===== src/rtl/regfile_dump_pkg.sv =====
// Shared types and default sizes for the register-file dump reader.
// Optional checksum word is enabled by defining REGFILE_DUMP_CHECKSUM_EN.
package regfile_dump_pkg;

    localparam int REGFILE_NUM_REGS = 32;
    localparam int REGFILE_ADDR_W   = 5;
    localparam int REGFILE_DATA_W   = 32;

    typedef enum logic [1:0] {
        IDLE  = 2'd0,
        ISSUE = 2'd1,
        DRAIN = 2'd2
    } state_t;

    // One buffered stream word: register value, its index, end-of-dump marker.
    typedef struct packed {
        logic [REGFILE_DATA_W-1:0] data;
        logic [REGFILE_ADDR_W-1:0] addr;
        logic                      last;
    } skid_entry_t;

endpackage


===== src/rtl/regfile_dump_skid.sv =====
// Two-entry FIFO holding returned register words until the stream accepts them.
// The head entry is presented combinationally and stays put until popped.
module regfile_dump_skid
    import regfile_dump_pkg::*;
(
    input  logic        clk,
    input  logic        rst_n,
    input  logic        push,
    input  skid_entry_t push_entry,
    input  logic        pop,
    output logic [1:0]  count,
    output skid_entry_t head
);

    skid_entry_t mem [2];
    logic        wr_ptr;
    logic        rd_ptr;

    // Storage write, pointer advance and occupancy tracking.
    always_ff @(posedge clk or negedge rst_n) begin
        if (!rst_n) begin
            // NOTE: the two entries are reset as well as the pointers because the
            // head entry drives dump_data/dump_addr directly and must read 0 after reset.
            mem[0] <= '0;
            mem[1] <= '0;
            wr_ptr <= 1'b0;
            rd_ptr <= 1'b0;
            count  <= 2'd0;
        end else begin
            // NOTE: non-blocking assignments so every flop sees pre-edge values.
            if (push) begin
                mem[wr_ptr] <= push_entry;
                wr_ptr      <= ~wr_ptr;
            end
            if (pop) begin
                rd_ptr <= ~rd_ptr;
            end
            count <= count + 2'(push) - 2'(pop);
        end
    end

    assign head = mem[rd_ptr];

    // The issue throttle upstream guarantees room; either of these firing is a design error.
    a_no_overflow:  assert property (@(posedge clk) disable iff (!rst_n) !(push && !pop && (count == 2'd2)));
    a_no_underflow: assert property (@(posedge clk) disable iff (!rst_n) !(pop && (count == 2'd0)));

endmodule


===== src/rtl/regfile_dump.sv =====
// Debug reader that walks the register file on one synchronous read port and
// streams every register out on a valid/ready interface, ascending by address.
// Define REGFILE_DUMP_CHECKSUM_EN to append an XOR checksum word to each dump.
module regfile_dump
    import regfile_dump_pkg::*;
#(
    parameter int NUM_REGS = REGFILE_NUM_REGS,
    parameter int ADDR_W   = REGFILE_ADDR_W,
    parameter int DATA_W   = REGFILE_DATA_W,
    parameter bit SKIP_X0  = 1'b1
) (
    input  logic              clk,
    input  logic              rst_n,
    input  logic              start,
    output logic              busy,
    output logic              done,
    output logic [ADDR_W-1:0] regAddr,
    input  logic [DATA_W-1:0] regReadData,
    output logic              dump_valid,
    input  logic              dump_ready,
    output logic [DATA_W-1:0] dump_data,
    output logic [ADDR_W-1:0] dump_addr,
    output logic              dump_last
);

    // Walk counter is one bit wider than the address so reaching NUM_REGS never wraps.
    localparam logic [ADDR_W:0]   FIRST_CNT = SKIP_X0 ? (ADDR_W+1)'(1) : '0;
    localparam logic [ADDR_W:0]   LAST_CNT  = (ADDR_W+1)'(NUM_REGS - 1);
    localparam logic [ADDR_W-1:0] LAST_ADDR = ADDR_W'(NUM_REGS - 1);

    state_t            state;
    state_t            state_nxt;
    logic [ADDR_W:0]   rd_cnt;
    logic              inflight;
    logic [ADDR_W-1:0] inflight_addr;
    logic              accept;
    logic              issue;
    logic              pop;
    logic              last_pop;
    logic [2:0]        occupancy;
    logic              push;
    skid_entry_t       push_entry;
    logic [1:0]        fifo_count;
    skid_entry_t       head;

    assign regAddr    = rd_cnt[ADDR_W-1:0];
    assign dump_valid = (fifo_count != 2'd0);
    assign dump_data  = DATA_W'(head.data);
    assign dump_addr  = ADDR_W'(head.addr);
    assign dump_last  = head.last;
    assign pop        = dump_valid & dump_ready;
    assign last_pop   = pop & head.last;

    // Words that will sit in the buffer after this edge, counting the read still in flight.
    assign occupancy = 3'(fifo_count) + 3'(inflight) - 3'(pop);

    // FSM state register.
    always_ff @(posedge clk or negedge rst_n) begin
        if (!rst_n) begin
            state <= IDLE;
        end else begin
            state <= state_nxt;
        end
    end

    // FSM next-state: walk issues reads, drain waits for the final word to leave.
    always_comb begin
        // NOTE: default assignment first so no path leaves state_nxt unassigned (no latch).
        state_nxt = state;
        case (state)
            IDLE:    if (start)                          state_nxt = ISSUE;
            ISSUE:   if (issue && (rd_cnt == LAST_CNT))  state_nxt = DRAIN;
            DRAIN:   if (last_pop)                       state_nxt = IDLE;
            default:                                     state_nxt = IDLE;
        endcase
    end

    // FSM outputs: busy flag, start acceptance and the read-issue throttle.
    always_comb begin
        busy   = (state != IDLE);
        accept = (state == IDLE) && start;
        issue  = (state == ISSUE) && (occupancy < 3'd2);
    end

    // Walk counter, in-flight read tag and the done pulse.
    always_ff @(posedge clk or negedge rst_n) begin
        if (!rst_n) begin
            rd_cnt        <= '0;
            inflight      <= 1'b0;
            inflight_addr <= '0;
            done          <= 1'b0;
        end else begin
            done     <= last_pop;
            inflight <= issue;
            if (issue) begin
                inflight_addr <= regAddr;
            end
            if (accept) begin
                rd_cnt <= FIRST_CNT;
            end else if (issue) begin
                rd_cnt <= rd_cnt + (ADDR_W+1)'(1);
            end
        end
    end

`ifdef REGFILE_DUMP_CHECKSUM_EN
    logic [DATA_W-1:0] xor_acc;
    logic              ck_pending;
    logic              ck_push;

    // Every buffered word is eventually emitted, so folding words in as they enter
    // the buffer yields the XOR of the emitted words without waiting for the last pop.
    assign ck_push = ck_pending && ((fifo_count != 2'd2) || pop);

    // Running XOR and the pending-checksum flag, cleared at each new dump.
    always_ff @(posedge clk or negedge rst_n) begin
        if (!rst_n) begin
            xor_acc    <= '0;
            ck_pending <= 1'b0;
        end else if (accept) begin
            xor_acc    <= '0;
            ck_pending <= 1'b0;
        end else begin
            if (inflight) begin
                xor_acc <= xor_acc ^ regReadData;
            end
            if (inflight && (inflight_addr == LAST_ADDR)) begin
                ck_pending <= 1'b1;
            end else if (ck_push) begin
                ck_pending <= 1'b0;
            end
        end
    end

    // Buffer input: returning register data, or the checksum word once the walk is captured.
    always_comb begin
        push       = inflight | ck_push;
        push_entry = '0;
        if (inflight) begin
            push_entry.data = REGFILE_DATA_W'(regReadData);
            push_entry.addr = REGFILE_ADDR_W'(inflight_addr);
            push_entry.last = 1'b0;
        end else if (ck_push) begin
            push_entry.data = REGFILE_DATA_W'(xor_acc);
            push_entry.addr = '0;
            push_entry.last = 1'b1;
        end
    end
`else
    // Buffer input: returning register data, tagged with its address and end marker.
    always_comb begin
        push            = inflight;
        push_entry      = '0;
        push_entry.data = REGFILE_DATA_W'(regReadData);
        push_entry.addr = REGFILE_ADDR_W'(inflight_addr);
        push_entry.last = (inflight_addr == LAST_ADDR);
    end
`endif

    regfile_dump_skid u_skid (
        .clk        (clk),
        .rst_n      (rst_n),
        .push       (push),
        .push_entry (push_entry),
        .pop        (pop),
        .count      (fifo_count),
        .head       (head)
    );

endmodule


===== config.mk =====
export PLATFORM = sky130hd
export DESIGN_NAME = regfile_dump
export DESIGN_NICKNAME = d
export VERILOG_FILES = /design/src/rtl/regfile_dump_pkg.sv /design/src/rtl/regfile_dump_skid.sv /design/src/rtl/regfile_dump.sv
export SDC_FILE = /design/constraint.sdc
export NUM_CORES = 1
export LEC_CHECK = 0
export ABC_AREA = 1
export CORE_ASPECT_RATIO = 1.25
export CORE_MARGIN = 2
export CORE_UTILIZATION = 38
export CTS_BUF_LIST = sky130_fd_sc_hd__clkbuf_4 sky130_fd_sc_hd__clkbuf_8
export DETAILED_ROUTE_END_ITERATION = 6
export DONT_BUFFER_PORTS = 1
export GPL_TIMING_DRIVEN = 0
export SYNTH_ARGS = -nofsm -noshare
export SYNTH_HDL_FRONTEND = slang
export SYNTH_SLANG_ARGS = --single-unit

===== constraint.sdc =====
create_clock -name clk -period 2.77 [get_ports clk]
set_input_delay 0.4155 -clock clk [delete_from_list [all_inputs] [get_ports clk]]
set_output_delay 0.4155 -clock clk [all_outputs]
set_load 0.02 [all_outputs]

### Yosys cells after proc, flatten, opt, wreduce, memory -nomap -nowiden

Cells that the tools add are included.

| storage, ports and cells | value |
|---|---|
| register bits after elaboration | 95 |
| output and inout port bits | 46 |
| input port bits | 36 |
| logic and storage cells | 57 |

| cells by class | value |
|---|---|
| bitwise logic cells | 6 |
| add/sub/neg operators | 5 |
| reductions and logical operators | 9 |
| equal/unequal tests | 7 |
| order comparisons | 4 |
| mux-type cells | 12 |

Operators with widths:

| kind | number |
|---|---|
| two-way mux 38 bit | 4 |
| bitwise mux 76 bit | 1 |
| demux 38 bit (select 1 bit) | 1 |
| two-way mux 6 bit | 2 |
| adder 6 x 1 -> 6 bit (second input constant) | 1 |
| == test 6 x 5 -> 1 bit (second input constant) | 1 |
| two-way mux 2 bit | 3 |
| != test 2 bit (second input constant) | 3 |
| case mux 2 bit (3 select lines) | 1 |
| nonzero test 2 bit | 3 |
| == test 5 bit (second input constant) | 1 |
| greater-or-equal comparator 2 bit (second input constant) | 2 |
| logical AND 1 bit | 4 |
| NOT 1 -> 2 bit | 2 |
| adder 2 x 1 -> 3 bit | 1 |
| < comparator 3 x 2 -> 1 bit (second input constant) | 1 |
| AND reduction 3 bit | 1 |
| subtractor 3 x 1 -> 3 bit | 1 |
| adder 2 x 1 -> 2 bit | 1 |
| bitwise AND 1 bit | 2 |
| == test 2 x 1 -> 1 bit (second input constant) | 1 |
| == test 2 bit (second input constant) | 1 |
| zero test 2 bit | 1 |
| < comparator 2 x 1 -> 1 bit (second input constant) | 1 |
| other kinds (2) | 3 |

### Depth between registers and ports, before layout

Gate-level depths: netlist (run 1).

| logic depth | value |
|---|---|
| depth after elaboration | 8 |
| mapped depth | 12 |
| mapped depth without buffers | 12 |

### Modules after synthesis

Synthesis (run 1) repeated with hierarchy kept, for this count alone.

| unflattened totals | value |
|---|---|
| cell total of the unflattened synthesis | 527 |
| area total of the unflattened synthesis | 4658.2 um^2 |

Modules (own cells, without submodules):

| module | instances | cells each | seq. area each (um^2) | area an instance (um^2) |
|---|---|---|---|---|
| regfile_dump_skid | 1 | 426 | 2001.9 | 3813.7 |
| regfile_dump | 1 | 101 | 375.4 | 844.6 |

### Least setup slack after synthesis (run 1)

No wires, ideal clock.

| path | value |
|---|---|
| path kind | flip-flop to flip-flop |
| start | reg u_skid.count[1] |
| end | reg rd_cnt[5] |
| data required time | 2.651 ns |
| period minus slack after synthesis | 2.187 ns |
| arrival | 2.069 ns |
| buffers on the path | 0 |
| slack | 0.583 ns |
| cell stages (with the launch flop) | 12 |
| setup time | 0.119 ns |
| cell sequence | dfrtp_1 -> o21a_1 -> nand2_1 -> o21ai_0 -> ha_1 -> fa_1 -> inv_1 -> nand3_1 -> o21ai_0 -> inv_1 -> nand2_1 -> nand2_1 |

| between the ends | value |
|---|---|
| cells in the longest elaborated chain, start to end | 6 |
| elaborated cells on any way between the ends | 7 |
| those cells by class | add/sub: 2; order compare: 1; bitwise: 1; reduce/logical: 3 |

Ends and longest elaborated chain:

| element | RTL line | RTL |
|---|---|---|
| start, declared | regfile_dump_skid.sv:11 | `output logic [1:0] count,` |
| start signal, assigned | regfile_dump_skid.sv:38 | `count <= count + 2'(push) - 2'(pop);` |
| branches (longest 2 deep; another with adder 2 x 1 -> 3 bit) | n/a |  |
| subtractor 3 x 1 -> 3 bit * | regfile_dump.sv:55 | `assign occupancy = 3'(fifo_count) + 3'(inflight) - 3'(pop);` |
| named net occupancy[1] | regfile_dump.sv:40 | `logic [2:0] occupancy;` |
| < comparator 3 x 2 -> 1 bit * | regfile_dump.sv:82 | `issue = (state == ISSUE) && (occupancy < 3'd2);` |
| logical AND 1 bit * | regfile_dump.sv:82 |  |
| nonzero test 2 bit (no source line) * | n/a |  |
| end signal, assigned | regfile_dump.sv:101 | `rd_cnt <= rd_cnt + (ADDR_W+1)'(1);` |
| end, declared | regfile_dump.sv:33 | `logic [ADDR_W:0] rd_cnt;` |

Mark *: on every way through the listed nets, which the timed path passes.
A chain may end at the register's enable or synchronous reset.

### Worst setup path after layout (run 1)

Same ends and word-level chain as after synthesis.

==> summary.txt, run 1 <==
Cells and area
  • Post-route design area: 4590 um2
  • Antenna cells: 0
  • Ratio of cells with drive above 1 in the final layout: 7.72%
  • Nets@finish: 567
  • P&R area growth vs syn: 8.97%

Placement
  • Routability cong.: between 0.7 and 0.8
  • HPWL Detailed: 6.62 mm
  • IO buf count: 0
  • Cell Area, Placed: 4380 um2

Synth
  • Top_reg_cell synth: dfrtp_1
  • Sequential share of the synthesized area: about 56%
  • Synth warn: 0
  • Top-count cell post-synth: nand2_1
  • Mux cell area share after synthesis: 0%
  • Compound-gate portion of the synthesized area: 10.2%
  • Largest family of logic cells by synthesized area: simple AND/OR/NAND/NOR gates
  • Avg Cell Area, Syn: around 8.2 um2
  • Synth cell count leaders: nand2_1, dfrtp_1, o21ai_0
  • Synth top area cells: dfrtp_1, nand2_1, o21ai_0
  • Post-synth ARST share: 100%
  • Xor/xnor share of the synthesized area: 0.624%
  • Netlist Area Pre-Place: roughly 4200 um2
  • Register bit total from synthesis: 95
  • Number of synthesized flops with an enable pin: 0
  • Adder-Cell Fraction of Synth Area: 1.07%
  • Syn Nets: 554
  • Cell type with the largest total area after synthesis: dfrtp_1
  • Cell variety after synth: 22
  • Synth Instances: 515
  • Post-synthesis simple-gate area fraction: 22.7%
  • Post-synth top area share: 56.4%

Clock tree
  • Clk sinks: 95
  • Clk buf depth: 2
  • Post-cts resize count: 0
  • H-tree depth: 3
  • Root Driver: clkbuf_8
  • CTS tree: yes
  • Worst-Skew Late Latency: 0.36 ns
  • Clk slew on worst S/H paths: 0.08 ns
  • Number of CTS-inserted buffers: 9

STA
  • Final hold vios: 0
  • Post-layout min period: 2.49 ns
  • Worst-case clock skew: 0.00502 ns
  • Slew headroom: between 60% and 70%
  • Setup TNS: 0 ns
  • Slew @ Worst Pin: 0.577 ns
  • F_max: between 0.4 and 0.5 GHz
  • RSZ-0062 raised after global routing: false
  • Final period util: 89.7%
  • Hold WS: 0.195 ns
  • Final setup fails: 0
  • Slew Limit Fails: 0

Pwr
  • Max VDD drop: 0.320 mV
  • PwrDens: 1220 nW/um2
  • Leak: 2.44 nW

Floorplanning
  • Boundary Pins: slightly above 80
  • Die Span Y: between 100 and 150 um
  • Die area: 12000 um2
  • CORE AREA: 11000 um2
  • Row Count: 43
  • Die W: between 90 and 100 um
  • Initial core utilization: 38.4%

Route
  • DR vias/cell: a little under 5
  • Drt total wl: 9.59 mm
  • Post-route ant nets: 0
  • DRT iter0 DRCs: 188
  • Routed wire per std cell: 14.4 um
  • DRC Markers: 0
  • Vias: 3227
  • Pre-antenna DRT Iters: 4

Worst setup path
  • FF-to-FF Start: u_skid.count[1]$_DFF_PN0_
  • Worst EP arrival: 2.74 ns
  • WS Path Type: reg2reg
  • Critical Path RT: 3.02 ns
  • Crit start category: flop
  • R2R setup slack: 0.28 ns
  • Critical-path maximum fanout: 5
  • Critical path endpoint category: flop
  • FF-to-FF path depth: 11
  • Reg2reg end: rd_cnt[5]$_DFFE_PN0P_

Min path
  • Depth of the worst hold-timing path: 2
  • Hold WC Path Type: in2reg
  • Hold path start: regReadData[22]
  • Hold endpoint: u_skid.mem[66]$_DFFE_PN0P_

Global routing
  • Gr ovfl total: 0
  • Vias in the first global route: 3220
  • Total GRT Usage: 16.9%
  • Pin count of the biggest net entering global routing: between 90 and 100
  • Initial antenna violation count: 0
  • First-pass GRT wire length: 15.8 mm

Outcome
  • Status: completed

Run
  • Max_cap viols: 0
-- registers in the layout, summed over array words and instances (netlist names) --
register and count:
u_skid.wr_ptr 1, inflight_addr 5, state 2, rd_cnt 6, done 1, u_skid.rd_ptr 1, u_skid.count 2, inflight 1
u_skid.mem 76
-- cell type report --
cell class | count | area [um2]
multi-input combinational | 337 | 1460
buffer | 32 | 190
clock buffer | 13 | 166
tap | 135 | 169
sequential | 95 | 2380
fill | 1122 | 6380
inverter | 51 | 191
clock inverter | 1 | 5.00
timing repair buffer | 2 | 37.5
-- logic make-up (layout without fill, tap and decap cells) --
kind of cell / count (synthesis) / count (layout)
AOI/OAI and AO/OA: 85 / 85
xor gates and xnor gates: 3 / 3
adders and majority gates: 3 / 3
buffers and inverters: 83 / 99
DFF: 95 / 95
and+or+nand+nor: 246 / 246
-- per-stage QoR --
stage | util, % | power (mW) | setup WS, ns | cells
after detailed placement | 39.9 | 4.83 | 0.277 | 650
after global routing | 41.8 | 6.14 | 0.165 | 666
after CTS | 41.8 | 5.71 | 0.245 | 666
after global placement | 39.9 | 4.75 | 0.302 | 650
final | 41.8 | 5.62 | 0.284 | 666
after floorplan | - | 4.27 | 0.583 | 515
-- worst max path at each step --
stage,startpoint,end,cells past startpoint
final,u_skid.count[1]$_DFF_PN0_,rd_cnt[5]$_DFFE_PN0P_,11
after global routing,u_skid.count[1]$_DFF_PN0_,rd_cnt[2]$_DFFE_PN0P_,11
after CTS,u_skid.count[1]$_DFF_PN0_,rd_cnt[5]$_DFFE_PN0P_,11
after detailed placement,u_skid.count[1]$_DFF_PN0_,rd_cnt[5]$_DFFE_PN0P_,11
after global placement,u_skid.count[1]$_DFF_PN0_,rd_cnt[5]$_DFFE_PN0P_,11
after floorplan,u_skid.count[1]$_DFF_PN0_,rd_cnt[5]$_DFFE_PN0P_,11
-- report_power, final --
group	total, mW	internal [mW]	switching [mW]	leakage [nW]
combinational	2.47	0.695	1.78	1.16
clock	0.830	0.385	0.445	0.0922
sequential	2.32	1.99	0.332	1.19
total	5.62	3.07	2.56	2.44
-- worst max-delay path: stages, from the launching register on --
cell and delay [ns]:
dfrtp_1 0.40, o21a_1 0.24, nand2_1 0.11, o21ai_0 0.10
ha_1 0.20, fa_1 0.46, inv_1 0.07, nand3_1 0.13
o21ai_0 0.35, inv_1 0.17, nand2_1 0.09, nand2_1 0.05
-- repair_timing --
item / 4_1_cts / 5_1_grt
setup buffers: 0 / 0
hold endpoints to repair: 95 / 0
endpoints found under the setup margin: 0 / 0
hold buffers: 2 / 0
-- cells in the final DEF (no fill, tap or decap), types with 4 or more instances in the layout --
cell and instances:
clkbuf_1 8, o21ai_0 54, clkbuf_8 11, inv_1 50
nand3_1 8, o21ai_1 30, nand2_1 227, nor2_1 4
buf_4 6, dfrtp_1 95, buf_2 13, buf_6 4
-- metal layers --
metal	vias up	part of all wire, %	track usage [%]
met4	0	1.2	7.19
met2	62	49	28.6
met3	9	5.1	4.25
met1	1550	44	20.6
li1	1606	-	-
met5	-	0	0
(Power assumes the default switching activity.)
==> run 2, diff against run 1 <==
--- a/config.mk
+++ b/config.mk
@@ -5,7 +5,6 @@
 export SDC_FILE = /design/constraint.sdc
 export NUM_CORES = 1
 export LEC_CHECK = 0
-export ABC_AREA = 1
 export CORE_ASPECT_RATIO = 1.25
 export CORE_MARGIN = 2
 export CORE_UTILIZATION = 38
==> summary.txt, run 2 <==
Synth
  • Largest family of logic cells by synthesized area: multiplexers (was simple AND/OR/NAND/NOR gates)
  • Number of synthesized flops with an enable pin: 0 (unchanged)
  • Xor/xnor share of the synthesized area: 1.01% (was 0.624%)
  • Synth warn: 0 (unchanged)
  • Post-synth top area share: 56.5% (was 56.4%)
  • Post-synthesis simple-gate area fraction: 4.22% (was 22.7%)
  • Sequential share of the synthesized area: 56.5% (was 56.4%)
  • Compound-gate portion of the synthesized area: 1.70% (was 10.2%)
  • Synth cell count leaders: mux2_2, dfrtp_1, buf_2, nand2_1, buf_4 (was nand2_1, dfrtp_1, o21ai_0)
  • Mux cell area share after synthesis: 32.6% (was 0%)
  • Top-count cell post-synth: mux2_2 (was nand2_1)
  • Top_reg_cell synth: dfrtp_1 (unchanged)
  • Netlist Area Pre-Place: 4210 um2 (about the same)
  • Synth Instances: 287 (was 515)
  • Syn Nets: 326 (was 554)
  • Avg Cell Area, Syn: 14.7 um2 (was 8.18 um2)
  • Register bit total from synthesis: 95 (unchanged)
  • Synth top area cells: dfrtp_1, mux2_2, mux2i_1 (was dfrtp_1, nand2_1, o21ai_0)
  • Adder-Cell Fraction of Synth Area: 1.07% (about the same)
  • Cell variety after synth: 36 (was 22)
  • Cell type with the largest total area after synthesis: dfrtp_1 (unchanged)
  • Post-synth ARST share: 100% (unchanged)

Clock tree
  • Clk buf depth: 2 (unchanged)
  • Worst-Skew Late Latency: 0.36 ns (about the same)
  • Number of CTS-inserted buffers: 9 (unchanged)
  • Clk slew on worst S/H paths: 0.08 ns (about the same)
  • Post-cts resize count: 0 (unchanged)
  • CTS tree: yes (unchanged)
  • Clk sinks: 95 (unchanged)
  • H-tree depth: 3 (unchanged)
  • Root Driver: clkbuf_8 (unchanged)

Pwr
  • Max VDD drop: 0.523 mV (was 0.320 mV)
  • Total power: 6.35 mW (was 5.62 mW)
  • PwrDens: 1370 nW/um2 (was 1220 nW/um2)
  • Leak: 2.00 nW (was 2.44 nW)

Min path
  • Hold path start: regReadData[0] (was regReadData[22])
  • Hold endpoint: u_skid.mem[6]$_DFFE_PN0P_ (was u_skid.mem[66]$_DFFE_PN0P_)
  • Hold WC Path Type: in2reg (unchanged)
  • Depth of the worst hold-timing path: 1 (was 2)

Global routing
  • Total GRT Usage: 14.7% (was 16.9%)
  • Gr ovfl total: 0 (unchanged)
  • GRT met2 Usage: 24.9% (was 28.6%)
  • M1 GR Usage: 17.5% (was 20.6%)
  • Vias in the first global route: 2530 (was 3220)
  • Pin count of the biggest net entering global routing: 96 (unchanged)
  • Grt peak-use layer: met2 (unchanged)
  • Initial antenna violation count: 0 (unchanged)
  • Met3 GRT Util: 4.93% (was 4.25%)
  • First-pass GRT wire length: 13.4 mm (was 15.8 mm)

Cells and area
  • Commonest non-fill, non-tap cell in the layout: mux2_2 (was nand2_1)
  • Nets@finish: 339 (was 567)
  • Top flop regs: u_skid.mem x76, rd_cnt x6, inflight_addr x5 (unchanged)
  • Post-route design area: 4630 um2 (was 4590 um2)
  • Top reg by flops: u_skid.mem (unchanged)
  • Multi-input gate area: 1710 um2 (was 1460 um2)
  • P&R area growth vs syn: 10.1% (was 8.97%)
  • Most frequent cells in the layout: mux2_2, dfrtp_1, clkbuf_8 (was nand2_1, dfrtp_1, o21ai_0)
  • Max reg flops: 76 (unchanged)
  • Final std cells w/o fill: 436 (was 666)
  • Antenna cells: 0 (unchanged)
  • Register Area: 2380 um2 (unchanged)
  • Ratio of cells with drive above 1 in the final layout: 50.0% (was 7.72%)
  • Final Util: 43.4% (was 41.8%)
  • Fill cells: 1004 (was 1122)

STA
  • Final period util: 87.8% (was 89.7%)
  • Slew headroom: 54.2% (was 61.5%)
  • Worst-case clock skew: 0.00618 ns (was 0.00502 ns)
  • Slew @ Worst Pin: 0.687 ns (was 0.577 ns)
  • Post-layout min period: 2.43 ns (was 2.49 ns)
  • Final setup fails: 0 (unchanged)
  • Setup TNS: 0 ns (unchanged)
  • Final hold vios: 0 (unchanged)
  • F_max: 0.411 GHz (was 0.402 GHz)
  • Slew Limit Fails: 0 (unchanged)
  • RSZ-0062 raised after global routing: false (unchanged)

Floorplanning
  • Boundary Pins: 82 (unchanged)
  • Row Count: 42 (was 43)
  • Die W: 98.1 um (was 98.2 um)
  • Die area: 11900 um2 (was 12000 um2)
  • CORE AREA: 10700 um2 (was 11000 um2)
  • Die Span Y: 122 um (about the same)
  • Initial core utilization: 39.4% (was 38.4%)

Run
  • Max_cap viols: 0 (unchanged)

Worst setup path
  • Critical path endpoint category: flop (unchanged)
  • Critical Path RT: 3.02 ns (about the same)
  • Worst EP arrival: 2.68 ns (was 2.74 ns)
  • FF-to-FF path depth: 7 (was 11)
  • R2R setup slack: 0.34 ns (was 0.28 ns)
  • Reg2reg end: inflight_addr[1]$_DFFE_PN0P_ (was rd_cnt[5]$_DFFE_PN0P_)
  • Critical-path maximum fanout: 6 (was 5)
  • FF-to-FF Start: u_skid.count[1]$_DFF_PN0_ (unchanged)
  • WS Path Type: reg2reg (unchanged)
  • Crit start category: flop (unchanged)

Route
  • Post-route ant nets: 0 (unchanged)
  • Routed wire per std cell: 18.8 um (was 14.4 um)
  • DRT iter0 DRCs: 75 (was 188)
  • Pre-antenna DRT Iters: 4 (unchanged)
  • Vias: 2273 (was 3227)
  • Drt total wl: 8.20 mm (was 9.59 mm)
  • DR vias/cell: 5.21 (was 4.85)
  • DRC Markers: 0 (unchanged)

Placement
  • IO buf count: 0 (unchanged)
  • Cell Area, Placed: 4370 um2 (was 4380 um2)
  • Inst Count DP: 419 (was 650)
  • HPWL Detailed: 5.46 mm (was 6.62 mm)
  • Routability cong.: 0.808 (was 0.774)

Outcome
  • Status: completed (unchanged)
-- run 2: cell count changes after synthesis, moves of 3 or more --
| cell | change |
|---|---|
| nand2_1 | -219 |
| mux2_2 | +110 |
| o21ai_0 | -48 |
| inv_1 | -45 |
| o21ai_1 | -30 |
| mux2i_1 | +6 |
| buf_2 | -5 |
| clkbuf_1 | -5 |
| buf_6 | -4 |
| mux2_4 | +4 |
| nand4_1 | -3 |
-- run 2: worst max-delay path by stage --
stage                                         start                      endpoint  slack [ns]
after floorplan           u_skid.count[1]$_DFF_PN0_         rd_cnt[3]$_DFFE_PN0P_        0.51
after global placement    u_skid.count[1]$_DFF_PN0_         rd_cnt[5]$_DFFE_PN0P_        0.39
after detailed placement  u_skid.count[1]$_DFF_PN0_  inflight_addr[4]$_DFFE_PN0P_        0.35
after CTS                 u_skid.count[1]$_DFF_PN0_         rd_cnt[3]$_DFFE_PN0P_        0.33
after global routing      u_skid.count[1]$_DFF_PN0_  inflight_addr[4]$_DFFE_PN0P_        0.20
final                     u_skid.count[1]$_DFF_PN0_  inflight_addr[1]$_DFFE_PN0P_        0.34
-- run 2: repair_timing --
item / CTS / global route
buffers inserted: 0 / 0
endpoints found under the hold margin: 95 / 0
hold buffers: 2 / 0
-- run 2: per-stage QoR --
stage	setup WS, ns	hold slack, ns
global route	0.204	0.162
CTS	0.330	0.159
floorplan	0.510	0.120
detailed placement	0.354	0.124
global placement	0.385	0.124
finish	0.339	0.187
-- run 2: cell type report --
| cell class | count | share of cell area (%) |
|---|---|---|
| Clock buffer | 12 | 3.30 |
| Inverter | 5 | 0.405 |
| Clock inverter | 3 | 1.46 |
| Timing Repair Buffer | 2 | 0.811 |
| Tap cell | 132 | 3.57 |
| Buffer | 18 | 2.24 |
| Sequential cell | 95 | 51.4 |
| Multi-Input combinational cell | 169 | 36.9 |
-- run 2: where the power goes --
group / switching [mW] / total [mW] / internal, mW
Combinational: 1.56 / 2.90 / 1.34
Sequential: 0.374 / 2.43 / 2.06
Clock: 0.462 / 1.01 / 0.549
Total: 2.40 / 6.35 / 3.95
-- run 2: layer usage --
| layer | wire [um] | vias up |
|---|---|---|
| met5 | 0 | - |
| met4 | 134 | 0 |
| met3 | 457 | 10 |
| met2 | 4150 | 57 |
| met1 | 3450 | 1171 |
| li1 | - | 1035 |
-- run 2: worst max-delay path: stages (launching register included) --
cell	delay, ns
dfrtp_1	0.46
nand3_1	0.14
o21ai_0	0.10
ha_1	0.20
fa_1	0.49
nor3b_2	0.38
nand2_2	0.20
mux2_4	0.33
-- run 2: cell families after synthesis --
family,after synthesis
and+or+nand+nor,29
DFF,95
xor gates and xnor gates,4
adders and majority gates,3
buffers and inverters,23
muxes,121
AOI/OAI and AO/OA,12
==> run 3, diff against run 2 <==
--- a/config.mk
+++ b/config.mk
@@ -7,11 +7,12 @@
 export LEC_CHECK = 0
 export CORE_ASPECT_RATIO = 1.25
 export CORE_MARGIN = 2
-export CORE_UTILIZATION = 38
+export CORE_UTILIZATION = 55
 export CTS_BUF_LIST = sky130_fd_sc_hd__clkbuf_4 sky130_fd_sc_hd__clkbuf_8
 export DETAILED_ROUTE_END_ITERATION = 6
 export DONT_BUFFER_PORTS = 1
 export GPL_TIMING_DRIVEN = 0
+export PLACE_DENSITY = 0.7
 export SYNTH_ARGS = -nofsm -noshare
 export SYNTH_HDL_FRONTEND = slang
 export SYNTH_SLANG_ARGS = --single-unit
==> summary.txt, run 3 (same netlist as run 2, synthesis figures left out) <==
Outcome
  • Status: completed (unchanged)

Route
  • Vias: 2209 (was 2273)
  • Pre-antenna DRT Iters: 4 (unchanged)
  • DRC Markers: 0 (unchanged)
  • Drt total wl: 7.37 mm (was 8.20 mm)
  • DR vias/cell: 5.56 (was 5.21)
  • Routed wire per std cell: 18.6 um (was 18.8 um)
  • Post-route ant nets: 0 (unchanged)
  • DRT iter0 DRCs: 55 (was 75)

Clock tree
  • Number of CTS-inserted buffers: 9 (unchanged)
  • H-tree depth: 3 (unchanged)
  • Root Driver: clkbuf_8 (unchanged)
  • Clk slew on worst S/H paths: 0.10 ns (was 0.08 ns)
  • Clk sinks: 95 (unchanged)
  • Post-cts resize count: 0 (unchanged)
  • Clk buf depth: 2 (unchanged)
  • Worst-Skew Late Latency: 0.36 ns (about the same)
  • Post-CTS Setup Bufs: 0 (unchanged)
  • CTS tree: yes (unchanged)

Min path
  • Hold WC Path Type: in2reg (unchanged)
  • Hold endpoint: u_skid.mem[6]$_DFFE_PN0P_ (unchanged)
  • Hold path start: regReadData[0] (unchanged)
  • Depth of the worst hold-timing path: 1 (unchanged)

Worst setup path
  • Critical path endpoint category: flop (unchanged)
  • Critical-path maximum fanout: 5 (was 6)
  • FF-to-FF path depth: 7 (unchanged)
  • Critical Path RT: 3.05 ns (was 3.02 ns)
  • CP startpoint: u_skid.count[1]$_DFF_PN0_ (unchanged)
  • WS Path Type: reg2reg (unchanged)
  • Reg2reg end: rd_cnt[5]$_DFFE_PN0P_ (was inflight_addr[1]$_DFFE_PN0P_)
  • FF-to-FF Start: u_skid.count[1]$_DFF_PN0_ (unchanged)
  • Crit start category: flop (unchanged)
  • Worst EP arrival: 2.72 ns (was 2.68 ns)
  • R2R setup slack: 0.32 ns (was 0.34 ns)

Pwr
  • Max VDD drop: 0.696 mV (was 0.523 mV)
  • Leak: 1.99 nW (was 2.00 nW)
  • NetSw: 2.38 mW (was 2.40 mW)
  • Power share of the combinational group: 46.5% (was 45.7%)
  • Pint: 3.77 mW (was 3.95 mW)
  • Clock power share: 14.1% (was 15.9%)
  • Switch share: 38.8% (was 37.8%)
  • PwrDens: 1350 nW/um2 (was 1370 nW/um2)
  • Sequential power share: 39.4% (was 38.4%)

Floorplanning
  • Die W: 82.2 um (was 98.1 um)
  • Initial core utilization: 56.8% (was 39.4%)
  • Die Span Y: 102 um (was 122 um)
  • Boundary Pins: 82 (unchanged)
  • Row Count: 35 (was 42)
  • Die area: 8370 um2 (was 11900 um2)
  • CORE AREA: 7400 um2 (was 10700 um2)

Cells and area
  • Nets@finish: 339 (unchanged)
  • Max reg flops: 76 (unchanged)
  • Fill cells: 594 (was 1004)
  • Antenna cells: 0 (unchanged)
  • Top flop regs: u_skid.mem x76, rd_cnt x6, inflight_addr x5 (unchanged)
  • Ratio of cells with drive above 1 in the final layout: 50.2% (was 50.0%)
  • Top reg by flops: u_skid.mem (unchanged)
  • Final std cells w/o fill: 397 (was 436)
  • P&R area growth vs syn: 8.06% (was 10.1%)
  • Commonest non-fill, non-tap cell in the layout: mux2_2 (unchanged)
  • Most frequent cells in the layout: mux2_2, dfrtp_1, clkbuf_8 (unchanged)

STA
  • Slew headroom: 58.6% (was 54.2%)
  • Setup TNS: 0 ns (unchanged)
  • Worst-case clock skew: 0.0121 ns (was 0.00618 ns)
  • Slew @ Worst Pin: 0.621 ns (was 0.687 ns)
  • F_max: 0.409 GHz (was 0.411 GHz)
  • Post-layout min period: 2.45 ns (was 2.43 ns)
  • Final setup fails: 0 (unchanged)
  • Final hold vios: 0 (unchanged)
  • Final period util: 88.3% (was 87.8%)
  • RSZ-0062 raised after global routing: false (unchanged)
  • Slew Limit Fails: 0 (unchanged)

Global routing
  • Total GRT Usage: 18.4% (was 14.7%)
  • Initial antenna violation count: 0 (unchanged)
  • Pin count of the biggest net entering global routing: 96 (unchanged)
  • Gr ovfl total: 0 (unchanged)
  • Vias in the first global route: 2306 (was 2530)
  • First-pass GRT wire length: 11.4 mm (was 13.4 mm)

Placement
  • IO buf count: 0 (unchanged)
  • Routability cong.: 0.781 (was 0.808)
  • Inst Count DP: 379 (was 419)
  • HPWL Detailed: 4.96 mm (was 5.46 mm)

Run
  • Max_cap viols: 0 (unchanged)
-- run 3: worst max-delay path by stage --
stage | endpoint | cells past startpoint
final | rd_cnt[5]$_DFFE_PN0P_ | 7
after global routing | rd_cnt[3]$_DFFE_PN0P_ | 7
after CTS | rd_cnt[5]$_DFFE_PN0P_ | 7
after detailed placement | rd_cnt[5]$_DFFE_PN0P_ | 7
after global placement | rd_cnt[5]$_DFFE_PN0P_ | 7
after floorplan | rd_cnt[3]$_DFFE_PN0P_ | 7
-- run 3: power groups by stage --
stage	logic, mW	clock network [mW]	registers (mW)
finish	2.86	0.867	2.43
global route	3.06	0.947	2.53
CTS	2.91	0.892	2.43
detailed placement	2.86	0	2.46
global placement	2.82	0	2.42
floorplan	2.52	0	2.34
-- run 3: critical path, cell delays in order, from the launching register on --
cell	delay [ns]
dfrtp_1	0.47
nand3_1	0.15
o21ai_0	0.11
ha_1	0.20
fa_1	0.50
or3b_4	0.43
nor4_2	0.28
mux2i_1	0.22
-- run 3: cell type report --
type	count	area (um2)	area share, %
Tap cell	92	115	2.53
Multi-Input combinational cell	169	1710	37.5
Sequential cell	95	2380	52.3
Buffer	18	104	2.28
Clock inverter	5	41.3	0.908
Clock buffer	11	145	3.19
Inverter	5	18.8	0.413
Timing Repair Buffer	2	37.5	0.826
-- run 3: through the flow --
stage | util [%] | hold WS [ns] | area (um2) | worst slack [ns] | power, mW
floorplan | - | 0.120 | 4210 | 0.510 | 4.86
global placement | 58.4 | 0.122 | 4320 | 0.389 | 5.24
detailed placement | 58.4 | 0.122 | 4320 | 0.342 | 5.33
CTS | 61.4 | 0.168 | 4550 | 0.299 | 6.23
global route | 61.4 | 0.163 | 4550 | 0.163 | 6.53
finish | 61.4 | 0.182 | 4550 | 0.324 | 6.15
-- run 3: per-layer routing --
| metal | part of all wire, % | wire length, um | GRT usage [%] |
|---|---|---|---|
| met5 | 0 | 0 | 0 |
| met4 | 1.6 | 116 | 8.59 |
| met3 | 6.4 | 473 | 4.81 |
| met2 | 50 | 3690 | 30.3 |
| met1 | 42 | 3090 | 22.3 |
-- run 3: repair_timing --
action,4_1_cts,5_1_grt
endpoints found under the hold margin,95,0
hold buffers,2,0
endpoints found under the setup margin,0,0
